==> src/rtl/mem_pkg.sv <==
// Shared definitions for the memory access controller: RV32 width codes,
// access-size helper and the grant/state encodings.
package mem_pkg;

    localparam logic [2:0] F3_B  = 3'b000;
    localparam logic [2:0] F3_H  = 3'b001;
    localparam logic [2:0] F3_W  = 3'b010;
    localparam logic [2:0] F3_BU = 3'b100;
    localparam logic [2:0] F3_HU = 3'b101;

    typedef enum logic {GNT_FETCH, GNT_DATA} grant_e;
    typedef enum logic {IDLE, ACCESS} state_e;

    function automatic logic [2:0] size_from_func3(input logic [2:0] func3);
        logic [2:0] size;
        case (func3)
            F3_H, F3_HU: size = 3'd2;
            F3_W:        size = 3'd4;
            default:     size = 3'd1;
        endcase
        return size;
    endfunction

endpackage

==> src/rtl/mem_req_check.sv <==
// Combinational legality check of one request: alignment, data-region range
// and func3 validity. Fetches only need word alignment.
module mem_req_check
    import mem_pkg::*;
#(
    parameter int ADDR_W    = 9,
    parameter int DATA_SPAN = 256
) (
    input  logic              is_fetch,
    input  logic              we,
    input  logic [2:0]        func3,
    input  logic [ADDR_W-1:0] addr,
    output logic              err
);

    localparam logic [ADDR_W:0] SPAN = (ADDR_W+1)'(DATA_SPAN);

    logic            illegal_f3;
    logic            misaligned;
    logic            out_of_range;
    logic [ADDR_W:0] last_byte;

    always_comb begin
        illegal_f3   = 1'b0;
        misaligned   = 1'b0;
        out_of_range = 1'b0;
        last_byte    = {1'b0, addr} + {{(ADDR_W-2){1'b0}}, size_from_func3(func3)}
                       - (ADDR_W+1)'(1);
        err          = 1'b0;

        if (is_fetch) begin
            err = (addr[1:0] != 2'b00);
        end else begin
            case (func3)
                F3_B, F3_H, F3_W, F3_BU, F3_HU: illegal_f3 = 1'b0;
                default:                        illegal_f3 = 1'b1;
            endcase
            // Unsigned load widths have no store counterpart.
            if (we && (func3 > F3_W)) begin
                illegal_f3 = 1'b1;
            end
            case (func3)
                F3_H, F3_HU: misaligned = addr[0];
                F3_W:        misaligned = (addr[1:0] != 2'b00);
                default:     misaligned = 1'b0;
            endcase
            out_of_range = (last_byte >= SPAN);
            err = illegal_f3 | misaligned | out_of_range;
        end
    end

endmodule

==> src/rtl/mem_access_ctrl.sv <==
// Round-robin fetch/data arbiter driving a single-ported unified memory:
// accept in IDLE, one ACCESS cycle of strobes, response pulse the cycle after.
module mem_access_ctrl
    import mem_pkg::*;
#(
    parameter int ADDR_W    = 9,
    parameter int DATA_W    = 32,
    parameter int DATA_SPAN = 256
) (
    input  logic              clk,
    input  logic              rst_n,
    input  logic              f_valid,
    input  logic [ADDR_W-1:0] f_addr,
    output logic              f_ready,
    output logic              f_rvalid,
    output logic [DATA_W-1:0] f_rdata,
    output logic              f_err,
    input  logic              d_valid,
    input  logic              d_we,
    input  logic [2:0]        d_func3,
    input  logic [ADDR_W-1:0] d_addr,
    input  logic [DATA_W-1:0] d_wdata,
    output logic              d_ready,
    output logic              d_rvalid,
    output logic [DATA_W-1:0] d_rdata,
    output logic              d_err,
    output logic              mem_read,
    output logic              mem_write,
    output logic              mem_fetch,
    output logic [ADDR_W-1:0] mem_addr,
    output logic [DATA_W-1:0] mem_wdata,
    output logic [2:0]        mem_func3,
    input  logic [DATA_W-1:0] mem_rdata
);

    state_e            state_q, state_d;
    grant_e            last_grant_q, last_grant_d;
    logic [ADDR_W-1:0] req_addr_q, req_addr_d;
    logic [2:0]        req_func3_q, req_func3_d;
    logic [DATA_W-1:0] req_wdata_q, req_wdata_d;
    logic              req_we_q, req_we_d;
    logic              req_fetch_q, req_fetch_d;
    logic              req_err_q, req_err_d;
    logic              f_rvalid_q, f_rvalid_d;
    logic [DATA_W-1:0] f_rdata_q, f_rdata_d;
    logic              f_err_q, f_err_d;
    logic              d_rvalid_q, d_rvalid_d;
    logic [DATA_W-1:0] d_rdata_q, d_rdata_d;
    logic              d_err_q, d_err_d;

    logic f_chk_err, d_chk_err;
    logic gnt_fetch, idle_ok, f_acc, d_acc, in_access, strobe_ok;

    mem_req_check #(.ADDR_W(ADDR_W), .DATA_SPAN(DATA_SPAN)) u_f_check (
        .is_fetch (1'b1),
        .we       (1'b0),
        .func3    (F3_W),
        .addr     (f_addr),
        .err      (f_chk_err)
    );

    mem_req_check #(.ADDR_W(ADDR_W), .DATA_SPAN(DATA_SPAN)) u_d_check (
        .is_fetch (1'b0),
        .we       (d_we),
        .func3    (d_func3),
        .addr     (d_addr),
        .err      (d_chk_err)
    );

    // With no contention the grant still points somewhere so exactly one ready is up in IDLE.
    always_comb begin
        if (f_valid && d_valid) begin
            gnt_fetch = (last_grant_q == GNT_DATA);
        end else if (f_valid) begin
            gnt_fetch = 1'b1;
        end else if (d_valid) begin
            gnt_fetch = 1'b0;
        end else begin
            gnt_fetch = (last_grant_q == GNT_DATA);
        end
        idle_ok = rst_n && (state_q == IDLE);
        f_ready = idle_ok && gnt_fetch;
        d_ready = idle_ok && !gnt_fetch;
        f_acc   = f_valid && f_ready;
        d_acc   = d_valid && d_ready;
    end

    always_comb begin
        state_d      = state_q;
        last_grant_d = last_grant_q;
        req_addr_d   = req_addr_q;
        req_func3_d  = req_func3_q;
        req_wdata_d  = req_wdata_q;
        req_we_d     = req_we_q;
        req_fetch_d  = req_fetch_q;
        req_err_d    = req_err_q;
        f_rvalid_d   = 1'b0;
        f_rdata_d    = '0;
        f_err_d      = 1'b0;
        d_rvalid_d   = 1'b0;
        d_rdata_d    = '0;
        d_err_d      = 1'b0;

        case (state_q)
            IDLE: begin
                if (f_acc) begin
                    state_d      = ACCESS;
                    last_grant_d = GNT_FETCH;
                    req_addr_d   = f_addr;
                    req_func3_d  = F3_W;
                    req_wdata_d  = '0;
                    req_we_d     = 1'b0;
                    req_fetch_d  = 1'b1;
                    req_err_d    = f_chk_err;
                end else if (d_acc) begin
                    state_d      = ACCESS;
                    last_grant_d = GNT_DATA;
                    req_addr_d   = d_addr;
                    req_func3_d  = d_func3;
                    req_wdata_d  = d_wdata;
                    req_we_d     = d_we;
                    req_fetch_d  = 1'b0;
                    req_err_d    = d_chk_err;
                end
            end
            ACCESS: begin
                state_d = IDLE;
                if (req_fetch_q) begin
                    f_rvalid_d = 1'b1;
                    f_err_d    = req_err_q;
                    f_rdata_d  = req_err_q ? '0 : mem_rdata;
                end else begin
                    d_rvalid_d = 1'b1;
                    d_err_d    = req_err_q;
                    d_rdata_d  = (req_err_q || req_we_q) ? '0 : mem_rdata;
                end
            end
            default: state_d = IDLE;
        endcase
    end

    always_comb begin
        in_access = (state_q == ACCESS);
        strobe_ok = in_access && !req_err_q;
        mem_read  = strobe_ok && (req_fetch_q || !req_we_q);
        mem_write = strobe_ok && req_we_q && !req_fetch_q;
        mem_fetch = strobe_ok && req_fetch_q;
        mem_addr  = in_access ? req_addr_q  : '0;
        mem_wdata = in_access ? req_wdata_q : '0;
        mem_func3 = in_access ? req_func3_q : 3'b000;
    end

    always_ff @(posedge clk) begin
        if (!rst_n) begin
            state_q      <= IDLE;
            last_grant_q <= GNT_DATA;
            f_rvalid_q   <= 1'b0;
            f_rdata_q    <= '0;
            f_err_q      <= 1'b0;
            d_rvalid_q   <= 1'b0;
            d_rdata_q    <= '0;
            d_err_q      <= 1'b0;
        end else begin
            state_q      <= state_d;
            last_grant_q <= last_grant_d;
            f_rvalid_q   <= f_rvalid_d;
            f_rdata_q    <= f_rdata_d;
            f_err_q      <= f_err_d;
            d_rvalid_q   <= d_rvalid_d;
            d_rdata_q    <= d_rdata_d;
            d_err_q      <= d_err_d;
        end
    end

    // Request latches are only observed while in ACCESS, so they need no reset.
    always_ff @(posedge clk) begin
        req_addr_q  <= req_addr_d;
        req_func3_q <= req_func3_d;
        req_wdata_q <= req_wdata_d;
        req_we_q    <= req_we_d;
        req_fetch_q <= req_fetch_d;
        req_err_q   <= req_err_d;
    end

    assign f_rvalid = f_rvalid_q;
    assign f_rdata  = f_rdata_q;
    assign f_err    = f_err_q;
    assign d_rvalid = d_rvalid_q;
    assign d_rdata  = d_rdata_q;
    assign d_err    = d_err_q;

endmodule

==> config.mk <==
export PLATFORM = sky130hd
export DESIGN_NAME = mem_access_ctrl
export DESIGN_NICKNAME = d
export VERILOG_FILES = /design/src/rtl/mem_pkg.sv /design/src/rtl/mem_req_check.sv /design/src/rtl/mem_access_ctrl.sv
export SDC_FILE = /design/constraint.sdc
export NUM_CORES = 1
export LEC_CHECK = 0
export ABC_CLOCK_PERIOD_IN_PS = 3400
export CAP_MARGIN = 20
export CORE_MARGIN = 10
export CORE_UTILIZATION = 37
export DETAILED_ROUTE_END_ITERATION = 8
export GPL_TIMING_DRIVEN = 0
export PLACE_DENSITY = 0.77
export SYNTH_ARGS = -nofsm -noshare
export SYNTH_HDL_FRONTEND = slang
export SYNTH_SLANG_ARGS = --single-unit
==> constraint.sdc <==
create_clock -name clk -period 3.4 [get_ports clk]
set_input_delay 0.68 -clock clk [delete_from_list [all_inputs] [get_ports clk]]
set_output_delay 0.68 -clock clk [all_outputs]
set_load 0.1 [all_outputs]
[After elaboration in Yosys (flattened, before gate mapping)]
Index checks and enable logic that the tools add are counted.
Storage, ports and cells
  register bits: 117
  bits of input ports: 90
  output and inout port bits: 117
  word-level logic and storage cells: 82
Operators by class
  reductions and logical operators: 30
  bitwise gates (word level): 5
  mux-type cells: 25
  eq/ne operators: 4
  add/subtract/negate cells: 2
  order comparisons: 2
Operator list (count)
  $mux 32: 2
  $mux 9: 3
  $mux 1: 15
  $logic_and 1x1->1: 12
  $add 9x3->10: 1
  $ge 10x9->1 const B: 1
  $sub 10x1->10 const B: 1
  $reduce_or 4->1: 2
  $eq 3x3->1 const B: 2
  $mux 3: 2
  $pmux 3 s2: 1
  $reduce_bool 2->1: 3
  $reduce_or 5->1: 1
  $logic_not 1->1: 4
  $pmux 1 s2: 2
  $reduce_and 2->1: 2
  $eq 3x1->1 const B: 1
  $eq 3x2->1 const B: 1
  $gt 3x2->1 const B: 1
  $logic_not 3->1: 1
  $not 1->1: 3
  $reduce_and 3->1: 1
  $reduce_or 3->1: 1
  $logic_or 1x1->1: 2
  2 further kinds: 3

[Longest topological paths before layout]
Gate-level depths: netlist (run 1).
  depth after elaboration: 9
  gate-level depth with buffers: 9

[Modules after synthesis]
From an unflattened synthesis (run 1), not the netlist that was laid out.
Second synthesis, totals
  cells, all modules: 401
  area, all modules: 4768.3 µm²
By module, submodules not included
  mem_access_ctrl: area each 4130.2 µm², times used 1, cells each 313
  mem_req_check: area each 319.1 µm², times used 2, cells each 44

[Worst setup path before layout (run 1)]
No wires, ideal clock.
  path type: register to output
  start: register state_q, in the netlist in_access
  end: output port mem_read
  setup slack: -0.100 ns
  stages on the path, launching flop included: 3
  arrival time: 2.820 ns
  data required time: 2.720 ns
  buffers on the path: 1
  cells stage by stage: dfxtp_1 -> clkbuf_1 -> nor3b_1
Between the ends
  word-level cells in the longest chain between the ends: 2
RTL lines
  start: declaration: line mem_access_ctrl.sv:36  | state_e state_q, state_d;
  start signal: assignment: line mem_access_ctrl.sv:164  | state_q <= state_d;
  $logic_and 1x1->1: line mem_access_ctrl.sv:144  | strobe_ok = in_access && !req_err_q;
  $logic_and 1x1->1: line mem_access_ctrl.sv:145  | mem_read = strobe_ok && (req_fetch_q || !req_we_q);
  end: declaration: line mem_access_ctrl.sv:27  | output logic mem_read,
Every way passes these cells.

[Final worst setup path (run 1)]
  start: input port d_valid
  end: output port d_ready
Between the ends
  word-level cells in the longest chain between the ends: 5
RTL lines
  start: declaration: line mem_access_ctrl.sv:18  | input logic d_valid,
  $mux 1: line mem_access_ctrl.sv:76  | end else if (d_valid) begin
  $mux 1: line mem_access_ctrl.sv:74  | end else if (f_valid) begin
  $mux 1 *: line mem_access_ctrl.sv:72  | if (f_valid && d_valid) begin
  $logic_not 1->1 *: line mem_access_ctrl.sv:83  | d_ready = idle_ok && !gnt_fetch;
  $logic_and 1x1->1 *: line mem_access_ctrl.sv:83
  end: declaration: line mem_access_ctrl.sv:23  | output logic d_ready,
Every way passes the cells marked *; elsewhere a longest branch is shown, timed or not.

==> results of run 1 <==
[final cells by class]
cell class | count | area [sq um]
Multi-Input combinational cell | 213 | 1410
Clock inverter | 12 | 138
Tap cell | 143 | 179
Buffer | 17 | 72.6
Fill cell | 907 | 4220
Clock buffer | 20 | 489
Inverter | 12 | 45.0
Sequential cell | 117 | 2810
Timing Repair Buffer | 207 | 2050
[sequential cells by signal (all words and copies together) (netlist names), 3 cells and up]
name / flops
d_rdata: 32
f_rdata: 32
req_wdata_q: 32
req_addr_q: 9
req_func3_q: 3
[metrics by stage]
step / util [%] / instances
CTS: 63.0 / 741
detailed placement: 57.9 / 709
global route: 63.1 / 741
finish: 63.1 / 741
floorplan: - / 359
global placement: 57.6 / 708
[worst paths after layout]
kind | slack (ns) | cells past startpoint | end
worst max register to register | 1.55 | 3 | req_wdata_q[31]$_SDFFCE_PP0P_
worst min register to register | 0.51 | 2 | last_grant_q$_SDFFE_PN1P_
worst min-delay path | 0.51 | 2 | last_grant_q$_SDFFE_PN1P_
worst max-delay path | 0.17 | 5 | d_ready
[cells in the final DEF (no fill, tap or decap), drive strengths merged, types with 6 or more instances in the layout]
cell type      instances
dlygate4sd2           30
nand2                 10
clkdlybuf4s50        174
clkbuf                32
buf                    6
ha                     9
o21ai                  8
and2                 111
nor2                  10
edfxtp                47
inv                   15
nor2b                 38
dfxtp                 70
clkinv                 7
[metal layers]
metal,share of wire (%),vias to the layer above
met5,0,-
met4,0.84,0
met3,10,7
met2,49,155
met1,40,1556
li1,-,1623
[cells by family (layout without fill, tap and decap cells)]
family / Yosys count / after routing / synth area share [%]
muxes: 1 / 1 / 0.260
adders and majority gates: 10 / 10 / 2.83
DFF: 117 / 117 / 65.0
and+or+nand+nor: 184 / 184 / 26.0
buffers and inverters: 29 / 268 / 2.72
AOI/OAI and AO/OA: 17 / 17 / 3.04
xor gates and xnor gates: 1 / 1 / 0.202
[worst min-delay path: stages, from the launching register on]
cell	delay (ns)
dfxtp_1	0.34
nor3b_1	0.06
nor2_1	0.07
[power groups by stage]
stage	clock, mW	combinational [mW]	sequential [mW]
5_1_grt	1.95	0.626	1.53
3_3_place_gp	0	0.598	1.56
2_1_floorplan	0	0.343	1.60
3_5_place_dp	0	0.614	1.56
6_report	1.84	0.596	1.53
4_1_cts	1.87	0.602	1.53
==> summary.md, run 1 <==
| Metric | Value |
|---|---|
| Status | finished, final reports clean |
| Cell area after synthesis | 0.00433 sq mm |
| Setup WS post-layout | 0.175 ns |
| Switching Fraction | 26.7% |
| Cell area after layout | 0.00720 sq mm |
| Synth Flop Type | dfxtp_1 |
| Tcrit/Tclk final | 94.9% |
| Die Area | 0.0164 sq mm |
| Critical-path cell list | clkdlybuf4s50_1, inv_1, maj3_1, nor2_1, dlygate4sd2_1 |
| Distinct cells, synth | 34 |
| Slew HR | 29.7% |
| Clock-pin slew on the worst setup and hold paths | 0.05 ns |
| Placed cell area | 0.00661 sq mm |
| Worst Path Buf+Inv | 3 |
| CTS tree | done |
| Avg Cell Area, Syn | 12.1 sq um |
| Routed len/inst | 17.9 um |
| Global-route wire length before repair | 20000 um |
| Worst Max-Slew Pin Slew | 1.05 ns |
| Power Internal | 2.91 mW |
| Clk Latency, worst-skew pair | 0.40 ns |
| Total power of the final layout | 3.97 mW |
| Core Box Area | 0.0114 sq mm |
| Post-synthesis sequential area ratio | 65.0% |
| CP Launch Point | d_valid |
| Rows | 39 |
| CTS resizes | 31 |
| Drt drc | 0 |
| IO Port Bufs | 206 |
| Post-synth top cells | and2_1 (111), dfxtp_1 (70), edfxtp_1 (47), nor2b_1 (38) |
| Critical Path RT | 2.72 ns |
| Count leader, synth | and2_1 |
| DP Worst Slack | -0.110 ns |
| Total Wirelength | 13300 um |
| Fmax | 310 MHz |
| Largest net degree at the start of global routing | 29 |
| Number of clock sinks | 117 |
| Starting Density | 37.9% |
| Drt via density | 4.51 |
| Met2 Usage GRT | 27.1% |
| DIE HEIGHT | 128 um |
| Skew final | 0.00677 ns |
| Worst EP arrival | 2.55 ns |
| Post-CTS Hold Fix Bufs | 0 |
| Via Count | 3341 |
| Hold Fails Final Rpt | 0 |
| Clock root buffer | clkbuf_16 |
| Share of layout cells above drive strength 1 | 7.36% |
| Clock period minus worst slack | 3.23 ns |
| Worst hold slack | 0.513 ns |
| GR Overflow Total | 0 |
| Cts bufs inserted | 17 |
| Global-route met1 utilization | 17.3% |
| Number of DRC markers in iteration 0 | 285 |
| Die width | 128 um |
| Final #Nets | 684 |
| Worst stage delay on the critical path | 0.86 ns |
| Yosys top cell by area | edfxtp_1 |
| CP Launch Type | primary input |
| Area growth from synthesis to layout | 66.4% |
| Syn_nets | 458 |
| Initial DRT Pass Iterations | 4 |
| Async set-reset flop share out of synthesis | 0% |
| Synth top area share | 32.6% |
| RR Startpoint | in_access$_SDFF_PP0_ |
| Delay-heaviest family, CP | buffers and inverters |
| CP Class | primary input to primary output |
| Initial antenna violation count | 0 |
| CTS Buffer Depth | 2 |
| GR peak layer | met2 |
| Min-Delay Path Class | register to register |
| Critical path peak fanout | 2 |
| Remaining antenna violation count | 0 |
| Crit-path slowest cell | dlygate4sd2_1 |
| Max-cap viol count | 0 |
| H-tree lvl count | 4 |
| NetSw | 1.06 mW |
| Slew Viols, Final | 0 |
| Synth warn | 0 |
| GR Util met3 | 7.20% |
| Total setup buffers inserted after CTS | 0 |
| Tot GR Track Use | 15.9% |
| Maximum VDD drop | 0.322 mV |
| Yosys reg bits | 117 |
| I/O Pins | 207 |
| RSZ-0062 raised after global routing | false |
| Vias in the first global route | 3531 |
| CP Capture Type | primary output |
| Sequential Power Share | 38.5% |
| Detail Placement HPWL | 10500 um |
| Leakage | 2.95 nW |
| Post-synth EDFFs | 47 |
| Clk pwr share | 46.4% |
| Setup_tns | 0 ns |
| Power per cell area | 551 mW/mm^2 |
| Count of final setup violators | 0 |
| Routability-driven placement congestion ratio | 0.815 |
| Gate power share | 15.0% |
| Min-delay src | last_grant_q$_SDFFE_PN1P_ |
| Syn Inst Count | 359 |
| Synth top area cells | edfxtp_1 (33%), dfxtp_1 (32%), and2_1 (16%) |
| Antenna cells | 0 |
No activity file was read; power rests on OpenSTA's default activity.
==> run 2, diff against run 1 <==
Settings changed: ABC_CLOCK_PERIOD_IN_PS 3400 to 2650.
Clock period 3.4 ns to 2.65 ns, I/O delays scaled along.
==> summary.md, run 2 (synthesized netlist as in run 1, its figures left out) <==
| Metric | Value |
|---|---|
| Slew HR | 31.5% |
| Critical path peak fanout | 2 |
| CP Class | primary input to primary output |
| Fmax | 381 MHz |
| Via Count | 3446 |
| Final core utilization | 62.6% |
| Commonest non-fill, non-tap cell in the layout | clkdlybuf4s50_1 |
| Reg2reg path depth | 3 |
| Hold path depth | 2 |
| DIE HEIGHT | 128 um |
| Area occupied by multi-input gates | 0.00142 sq mm |
| Routability-driven placement congestion ratio | 0.833 |
| Worst r2r dst | req_wdata_q[31]$_SDFFCE_PP0P_ |
| Inst Count DP | 709 |
| DP Worst Slack | -0.647 ns |
| IO Port Bufs | 206 |
| Clock period minus worst slack | 2.62 ns |
| Min-delay src | last_grant_q$_SDFFE_PN1P_ |
| CP Capture Type | primary output |
| Share of layout cells above drive strength 1 | 16.4% |
| Crit-path slowest cell | clkdlybuf4s15_2 |
| Clock-pin slew on the worst setup and hold paths | 0.05 ns |
| Critical Path RT | 2.12 ns |
| GR Overflow Total | 0 |
| Tcrit/Tclk final | 99.0% |
| Hold Crit Endpoint | last_grant_q$_SDFFE_PN1P_ |
| Maximum VDD drop | 0.505 mV |
| CP Launch Type | primary input |
| Drt via density | 4.65 |
| Min-Delay Path Class | register to register |
| Cts bufs inserted | 17 |
| Setup_tns | 0 ns |
| CTS Buffer Depth | 2 |
| Worst stage delay on the critical path | 0.56 ns |
| # fillers | 906 |
| Drt drc | 0 |
| Status | finished, final reports clean |
| Die Area | 0.0164 sq mm |
| Hold Fails Final Rpt | 0 |
| RR Startpoint | in_access$_SDFF_PP0_ |
| Skew final | 0.0152 ns |
| Tot GR Track Use | 15.6% |
| Final #Nets | 684 |
| CTS tree | done |
| Critical-path cell list | clkdlybuf4s50_1, inv_1, maj3_1, nor2_2, clkdlybuf4s15_2 |
| Initial antenna violation count | 0 |
| Clk Latency, worst-skew pair | 0.41 ns |
| Die width | 128 um |
| Routed len/inst | 18.0 um |
| Setup WS post-layout | 0.0253 ns |
| Count of final setup violators | 0 |
| Initial DRT Pass Iterations | 4 |
| Most frequent cells in the layout | clkdlybuf4s50_1 (154), and2_1 (111), dfxtp_1 (70) |
| Global-route wire length before repair | 19800 um |
| Placed cell area | 0.00661 sq mm |
| Antenna cells | 0 |
| Register area | 0.00281 sq mm |
| Total setup buffers inserted after CTS | 0 |
| Largest net degree at the start of global routing | 28 |
| Rows | 39 |
| Leakage | 2.88 nW |
| H-tree lvl count | 4 |
| Clock root buffer | clkbuf_16 |
| Vias in the first global route | 3629 |
| Setup slack, reg-to-reg | 0.79 ns |
| I/O Pins | 207 |
| RSZ-0062 raised after global routing | false |
| Core Box Area | 0.0114 sq mm |
| Detail Placement HPWL | 10500 um |
| Starting Density | 37.9% |
| Post-CTS Hold Fix Bufs | 0 |
| Cell area after layout | 0.00715 sq mm |
| Number of clock sinks | 117 |
| Power per cell area | 710 mW/mm^2 |
| Worst Max-Slew Pin Slew | 1.02 ns |
| Max-cap viol count | 0 |
| Area growth from synthesis to layout | 65.2% |
| Final Instance Count excl. Fillers | 741 |
| Total Wirelength | 13300 um |
| Remaining antenna violation count | 0 |
| Number of DRC markers in iteration 0 | 170 |
| Worst EP arrival | 2.09 ns |
| Slew Viols, Final | 0 |
-- run 2: cell count changes in the layout (fill, tap and decap cells not counted), moves of 2 or more --
cell and delta:
clkdlybuf4s15_2 +13, inv_4 +2, clkbuf_2 +7, clkdlybuf4s50_1 -20, buf_4 +30, dlygate4sd2_1 -30, clkdlybuf4s15_1 +2
-- run 2: power by group --
part / switching [mW] / total, mW / leakage [nW] / internal (mW)
registers: 0.0163 / 1.96 / 1.01 / 1.94
logic: 0.512 / 0.770 / 1.56 / 0.258
clock network: 0.842 / 2.35 / 0.309 / 1.51
-- run 2: layout make-up --
type	count	share of cell area [%]
buffer	17	1.03
clock buffer	20	6.69
clock inverter	12	1.94
inverter	12	0.630
multi-input combinational	213	19.9
sequential	117	39.3
tap	143	2.50
timing repair buffer	207	28.0
-- run 2: worst max path at each step --
| stage | start | to | slack [ns] |
|---|---|---|---|
| 3_3_place_gp | rst_n | req_wdata_q[27]$_SDFFCE_PP0P_ | -0.76 |
| 5_1_grt | d_valid | d_ready | 0.0007 |
| 2_1_floorplan | d_func3[0] | req_err_q$_DFFE_PP_ | 0.03 |
| 3_5_place_dp | d_func3[1] | req_err_q$_DFFE_PP_ | -0.65 |
| 6_report | d_valid | d_ready | 0.03 |
| 4_1_cts | in_access$_SDFF_PP0_ | mem_wdata[2] | 0.002 |
-- run 2: routing by layer --
layer / part of all wire (%) / GRT usage, % / wire length (um)
met5: 0 / 0 / 0
met4: 1.9 / 6.42 / 251
met3: 10 / 6.45 / 1330
met2: 48 / 26.0 / 6420
met1: 40 / 17.2 / 5320
-- run 2: critical path: cells and delay by family --
family / cells / cell delay (ns)
adder cells (fa/ha/maj): 1 / 0.36
buffers and inverters: 3 / 1.11
AND/OR/NAND/NOR: 1 / 0.09
-- run 2: per-stage QoR --
stage | power (mW) | hold slack (ns)
after floorplan | 2.49 | 0.473
after global placement | 2.77 | 0.483
after detailed placement | 2.79 | 0.502
after CTS | 5.13 | 0.515
after global routing | 5.25 | 0.558
final | 5.08 | 0.509
-- run 2: what timing repair did --
action / 4_1_cts / 5_1_grt
gates resized for setup: 237 / 11
pin swaps: 0 / 3
endpoints found under the setup margin: 50 / 29
